[src/rtl/add_accumulator.sv]
// Streaming frame accumulator: sums a last-framed operand stream through a ripple-carry
// adder and presents sum, carry count and operand count on a valid/ready result port.

module rca #(
   parameter int WIDTH = 32
) (
   input  logic [WIDTH-1:0] a,
   input  logic [WIDTH-1:0] b,
   output logic [WIDTH-1:0] s,
   output logic             c
);

   // Carry is walked as a local variable so the chain stays a single combinational pass.
   always_comb begin
      logic cy;
      s  = '0;
      cy = 1'b0;
      for (int i = 0; i < WIDTH; i++) begin
         s[i] = a[i] ^ b[i] ^ cy;
         cy   = (a[i] & b[i]) | (cy & (a[i] ^ b[i]));
      end
      c = cy;
   end

endmodule

module add_accumulator #(
   parameter int WIDTH     = 32,
   parameter int CNT_WIDTH = 8
) (
   input  logic                 clk,
   input  logic                 rst_n,
   input  logic                 clear,
   input  logic                 in_valid,
   output logic                 in_ready,
   input  logic [WIDTH-1:0]     in_data,
   input  logic                 in_last,
   output logic                 out_valid,
   input  logic                 out_ready,
   output logic [WIDTH-1:0]     out_sum,
   output logic [CNT_WIDTH-1:0] out_carries,
   output logic [CNT_WIDTH-1:0] out_count
);

   typedef enum logic {
      ST_ACC  = 1'b0,
      ST_HOLD = 1'b1
   } state_e;

   localparam logic [CNT_WIDTH-1:0] CNT_MAX = '1;

   state_e               state_q, state_d;
   logic [WIDTH-1:0]     acc_sum_q, acc_sum_d;
   logic [CNT_WIDTH-1:0] carries_q, carries_d;
   logic [CNT_WIDTH-1:0] count_q, count_d;

   logic [WIDTH-1:0]     rca_s;
   logic                 rca_c;
   logic                 accept;
   logic                 handshake;

   rca #(.WIDTH(WIDTH)) u_rca (
      .a (acc_sum_q),
      .b (in_data),
      .s (rca_s),
      .c (rca_c)
   );

   // Handshakes are qualified by the registered state only, never by each other.
   assign accept    = in_valid  && (state_q == ST_ACC);
   assign handshake = out_ready && (state_q == ST_HOLD);

   // NOTE: every signal assigned in always_comb gets a default first, so no path can infer a latch.
   always_comb begin
      state_d = state_q;
      if (clear) begin
         state_d = ST_ACC;
      end else begin
         unique case (state_q)
            ST_ACC:  if (accept && in_last) state_d = ST_HOLD;
            ST_HOLD: if (handshake)         state_d = ST_ACC;
            default:                        state_d = ST_ACC;
         endcase
      end
   end

   always_comb begin
      acc_sum_d = acc_sum_q;
      carries_d = carries_q;
      count_d   = count_q;
      if (clear || handshake) begin
         acc_sum_d = '0;
         carries_d = '0;
         count_d   = '0;
      end else if (accept) begin
         acc_sum_d = rca_s;
         if (carries_q != CNT_MAX) carries_d = carries_q + CNT_WIDTH'(rca_c);
         if (count_q != CNT_MAX)   count_d   = count_q + 1'b1;
      end
   end

   // NOTE: sequential state uses non-blocking assignments so every flop samples pre-edge values.
   always_ff @(posedge clk or negedge rst_n) begin
      if (!rst_n) begin
         state_q   <= ST_ACC;
         acc_sum_q <= '0;
         carries_q <= '0;
         count_q   <= '0;
      end else begin
         state_q   <= state_d;
         acc_sum_q <= acc_sum_d;
         carries_q <= carries_d;
         count_q   <= count_d;
      end
   end

   always_comb begin
      in_ready    = (state_q == ST_ACC);
      out_valid   = (state_q == ST_HOLD);
      out_sum     = acc_sum_q;
      out_carries = carries_q;
      out_count   = count_q;
   end

endmodule
[config.mk]
export PLATFORM = sky130hd
export DESIGN_NAME = add_accumulator
export DESIGN_NICKNAME = d
export VERILOG_FILES = /design/src/rtl/add_accumulator.sv
export SDC_FILE = /design/constraint.sdc
export NUM_CORES = 1
export LEC_CHECK = 0
export CAP_MARGIN = 20
export CORE_UTILIZATION = 48
export CTS_CLUSTER_DIAMETER = 60
export DETAILED_ROUTE_END_ITERATION = 6
export GPL_ROUTABILITY_DRIVEN = 0
export PLACE_DENSITY = 0.81
export REMOVE_ABC_BUFFERS = 1
export SLEW_MARGIN = 20
export SYNTH_ARGS = -nofsm -noshare
export SYNTH_HDL_FRONTEND = slang
export SYNTH_SLANG_ARGS = --single-unit
[constraint.sdc]
create_clock -name clk -period 13.9 [get_ports clk]
set_input_delay 2.78 -clock clk [delete_from_list [all_inputs] [get_ports clk]]
set_output_delay 2.78 -clock clk [all_outputs]
set_load 0.005 [all_outputs]
# == Yosys cells after proc, flatten, opt, wreduce, memory -nomap -nowiden ==
# Index checks and enable logic that the tools add are counted.
# totals
regBits,49
latch_bits,0
ramBits,0
mem_bits_ro,0
out_inout_bits,50
wordCells,187
memories,0
# classes
addsub,2
mul,0
div,0
magnitude_cmp,0
eq_ne,2
n_shift,0
n_mux,12
bitwise,158
n_reduce_logical,9
# op_table
operator,n
$mux W32,2
$and A1 B1 Y1,63
$xor A1 B1 Y1,63
$mux W8,6
$or A1 B1 Y1,31
$ne A8 B8 Y1 const B,2
$add A8 B1 Y8,1
$add A8 B1 Y8 const B,1
$reduce_bool A2 Y1,3
$reduce_and A2 Y1,2
$logic_and A1 B1 Y1,3
$mux W1,3
$pmux W1 S2,1
$logic_or A1 B1 Y1,1
$not A1 Y1,1

# == Longest topological paths before layout ==
# Gate-level depths: netlist (run 1).
# depth
word_depth,67
depth_mapped,40
depth_no_buf,40

# == Cells and area by module ==
# From an unflattened synthesis (run 1), not the netlist that was laid out.
# unflattened
cells_unflattened,281
hier_area_um2,2855.2
# modules_own_cells
module,n_inst,cells_each,area_each_um2,seq_area_each_um2
add_accumulator,1,239,2184.6,1226.2
rca,1,42,670.6,0.0

# == Least setup slack after synthesis (run 1) ==
# Ideal clock, no wire load.
# synth_timing
kind,input to register
startpoint,input in_data[0]
endpoint,register carries_q[5] (netlist: out_carries[5])
setup_time_ns,0.125
arrival_ns,14.938
required_ns,13.775
setup_slack_ns,-1.163
cell_stages,39
n_path_buf,0
cell_sequence,ha_1 -> inv_1 -> fa_1 -> fa_1 -> fa_1 -> fa_1 -> fa_1 -> fa_1 -> fa_1 -> fa_1 -> fa_1 -> fa_1 -> fa_1 -> fa_1 -> fa_1 -> fa_1 -> fa_1 -> fa_1 -> [3 not listed] -> fa_1 -> fa_1 -> fa_1 -> fa_1 -> fa_1 -> fa_1 -> fa_1 -> fa_1 -> fa_1 -> inv_1 -> fa_1 -> fa_1 -> fa_1 -> ha_1 -> and3_1 -> o211ai_1 -> nor2_1 -> mux2_2
# synth_via
elab_chain_len,67
# synth_lines
element,line_no,rtl
"start, declared",36,"input logic [WIDTH-1:0] in_data,"
$and A1 B1 Y1 (2 in a row),20,cy = (a[i] & b[i]) | (cy & (a[i] ^ b[i]));
$or A1 B1 Y1,20,
$and A1 B1 Y1,20,
$or A1 B1 Y1,20,
$and A1 B1 Y1,20,
$or A1 B1 Y1,20,
$and A1 B1 Y1,20,
$or A1 B1 Y1,20,
[50 not listed],--,
$and A1 B1 Y1,20,
$or A1 B1 Y1,20,
$and A1 B1 Y1,20,
$or A1 B1 Y1,20,
$add A8 B1 Y8,97,if (carries_q != CNT_MAX) carries_d = carries_q + CNT_WIDTH'(rca_c);
$mux W8,97,
$mux W8,95,end else if (accept) begin
$mux W8,91,if (clear || handshake) begin
"end signal, assigned",112,carries_q <= carries_d;
"end, declared",54,"logic [CNT_WIDTH-1:0] carries_q, carries_d;"
# Every way passes these cells. The select of a mux whose other input is x is not followed.
# A chain may end at the register's enable or synchronous reset.

# == Worst setup path in the final report (run 1) ==
# Ends and elaborated chain as after synthesis.

==> impl_metrics.ini, run 1 <==
[clock_tree]
cts_tree = yes
clock_sinks = 49
clkTransAtPathRegs_ns = 0.09
root_buffer = clkbuf_8
clock_latency_ns = 0.30
htree_num_levels = 2
cts_buffers = 5
hold_buffers = 0
cts_buffer_depth = 2
post_cts_buffers = 0

[floorplan]
die_w_um = 81.01
die_y_um = 81.01
start_util_pct = 50.32
die_area_sq_um = 6563
ioPinCount = 88
core_area_sq_um = 5956
floorplan.rows = 28

[finish]
drive_gt1_share_pct = 15.80
final_area_sq_um = 4170
utilization_pct = 70.02
num_antenna_cells = 0
area_growth_pct = 39.16
nNetsFinal = 458
mostFrequentLayoutCell = clkdlybuf4s50_1
layout_common_cells = clkdlybuf4s50_1 (84), inv_1 (58), nor2_1 (49), dfrtp_1 (49), fa_2 (31)

[yosys]
ys_ff_latch = 49
ys_seq_area_share_pct = 40.92
syn_avg_cell_area_sq_um = 9.923
yosys_warnings = 0
ys_types = 35
syn-instance-count = 302
synth_area_sq_um = 2997

[routing]
firstDrtPassIters = 6
drc = 0
drt-initial-drc-count = 112
ant_nets = 0
routed_wl_um = 7068
vias = 2425
drt-vias-per-instance = 5.260
routedWlPerCell_um = 15.33

[timing]
max_freq_mhz = 70.15
tightest_slew_ns = 0.6191
maxSlewViolCount = 0
post-route-period-util_pct = 102.6
min_period_ns = 14.25
fin_skew_ns = 0.005864
hold_viol = 0
rsz0062_at_grt = true
setup_ws_ns = -0.3547
slew_headroom_pct = 58.73
final-setup-viol-count = 6

[setup_path]
crit_family = adder cells
r2r-end = out_carries[5]$_DFFE_PN0P_
critPathMaxFanout = 2
critPathSlowestCell = fa_2
r2r-start = out_sum[0]$_DFFE_PN0P_
worstSetupPathType = input pin to flip-flop
cp_num_buf_inv = 3
ff2ff_path_depth = 39
critPathRequiredTime_ns = 14.09
cp-end-kind = flip-flop
cp_common_cell = fa_2
crit_start = in_data[0]
regToRegSetupSlack_ns = 1.77
cp.depth = 40
cp-endpoint = out_carries[5]$_DFFE_PN0P_
crit_arrival_ns = 14.44
cp-start-kind = input pin
worst_path_largest_cell_delay_ns = 0.36

[status]
violations = negative setup slack
outcome = complete, but fails checks

[global_route]
antenna_found_initial = 0
overflow = 0
grt_pass1_wl_um = 11440
grt_usage_pct = 23.06
grt_start_max_net_pins = 52
grt_pass1_vias = 2425

[placed_design]
numPortBuffers = 87
dpl_cell_area_sq_um = 3914
dp_hpwl_um = 4871

[pwr]
peakVddDrop_mv = 0.04567
totalPowerFinal_w = 0.0003708
p_leak_nw = 1.730
pwr_density_cell_nw_per_um2 = 88.92

[run]
drv_cap = 0

[hold_path]
worst_hold_path_type = flip-flop to flip-flop
min_from = out_sum[1]$_DFFE_PN0P_
layout make-up:
type | instances | area, sq um
timing repair buffer | 90 | 899.6
clock buffer | 7 | 96.34
inverter | 61 | 229.0
tap | 75 | 93.84
fill | 452 | 1785
sequential | 49 | 1226
multi-input combinational | 178 | 1620
clock inverter | 1 | 5.005
flip-flops by register name, summed over array words and instances, names as in the netlist:
signal and cells:
out_sum 32, out_carries 8, out_count 8, out_valid 1
power breakdown:
part	total (W)	leakage [nW]	internal [W]	switching, W
registers	0.000165	0.660	0.000154	0.0000112
logic	0.000114	1.02	0.0000607	0.0000530
clock network	0.0000923	0.0542	0.0000451	0.0000472
total	0.000371	1.73	0.000259	0.000111
layer usage:
metal | GRT usage (%) | routed length, um | vias to the layer above
li1 | - | - | 1115
met4 | 5.179 | 70 | 0
met5 | 0 | 0 | -
met2 | 40.34 | 3599 | 83
met1 | 28.53 | 2958 | 1218
met3 | 6.067 | 439 | 9
per-stage QoR:
step                hold WS (ns)  worst slack, ns  setup TNS (ns)  std cells
floorplan                 0.5257           -1.269          -9.997        288
global placement          0.5198           -1.950          -18.75        452
detailed placement        0.5404           -2.464          -25.32        452
CTS                       0.5605          -0.4544          -2.256        460
global route              0.6053          -0.6165          -3.312        461
finish                    0.5584          -0.3547          -1.655        461
worst reg2reg max path: cells and delay by family, from the launching register on:
| kind | cells | cell delay (ns) |
|---|---|---|
| AO/OA/AOI/OAI | 1 | 0.10 |
| adder cells (fa/ha/maj) | 33 | 10.75 |
| buffers and inverters | 2 | 0.09 |
| flip-flops | 1 | 0.41 |
| multiplexers | 1 | 0.31 |
| AND/OR/NAND/NOR | 2 | 0.33 |
synth_stat cells:
master / number / area [sq um]
or2_1: 1 / 6.260
o211ai_1: 3 / 22.52
mux2i_1: 3 / 30.03
a21o_1: 1 / 7.510
a41o_1: 1 / 10.01
o21ai_0: 1 / 5.000
and4_1: 1 / 8.760
buf_2: 4 / 20.02
a2111oi_2: 1 / 15.01
a211oi_1: 22 / 165.2
and4b_1: 2 / 20.02
clkbuf_1: 7 / 26.28
nor2b_1: 1 / 6.260
nand3_1: 2 / 10.01
buf_1: 2 / 7.510
nor2_1: 49 / 183.9
a31oi_1: 3 / 18.77
xor2_1: 4 / 35.03
ha_1: 4 / 50.05
a21oi_1: 15 / 75.07
xnor2_1: 2 / 17.52
nand4_1: 3 / 18.77
and3_1: 2 / 12.51
nor3_1: 5 / 25.02
or2_2: 1 / 6.260
nand2b_4: 1 / 13.76
inv_1: 61 / 229.0
nand2_1: 15 / 56.30
dfrtp_1: 49 / 1226
and4bb_2: 1 / 12.51
mux2_2: 1 / 11.26
fa_1: 31 / 620.6
or3_1: 1 / 6.260
buf_6: 1 / 11.26
nand2b_1: 1 / 6.260
worst min path at each step:
stage	cells past startpoint	slack (ns)	end
2_1_floorplan	2	0.53	out_sum[13]$_DFFE_PN0P_
3_3_place_gp	2	0.52	out_sum[2]$_DFFE_PN0P_
3_5_place_dp	2	0.54	out_sum[1]$_DFFE_PN0P_
4_1_cts	2	0.56	out_sum[1]$_DFFE_PN0P_
5_1_grt	2	0.61	out_sum[8]$_DFFE_PN0P_
6_report	2	0.56	out_sum[1]$_DFFE_PN0P_
kinds of logic after synthesis:
group | Yosys count | synth area share (%)
mux | 4 | 1.378
simple gates | 86 | 13.11
fa+ha+maj | 35 | 22.38
compound gates | 47 | 10.65
buf+inv | 75 | 9.812
xor+xnor | 6 | 1.754
flops | 49 | 40.92
what timing repair did:
action,in CTS,in global routing
endpoints found under the hold margin,0,0
pin swaps,5,9
gates resized for setup,49,4
endpoints found under the setup margin,13,9
Note: power is estimated with default switching activity, not from simulation.
==> inputs of run 2 (changes only) <==
--- a/config.mk
+++ b/config.mk
@@ -12,6 +12,7 @@
 export GPL_ROUTABILITY_DRIVEN = 0
 export PLACE_DENSITY = 0.81
 export REMOVE_ABC_BUFFERS = 1
+export SKIP_LAST_GASP = 1
 export SLEW_MARGIN = 20
 export SYNTH_ARGS = -nofsm -noshare
 export SYNTH_HDL_FRONTEND = slang
==> results of run 2 <==
Same layout as run 1: the final DEF is identical, and so are final timing and power.
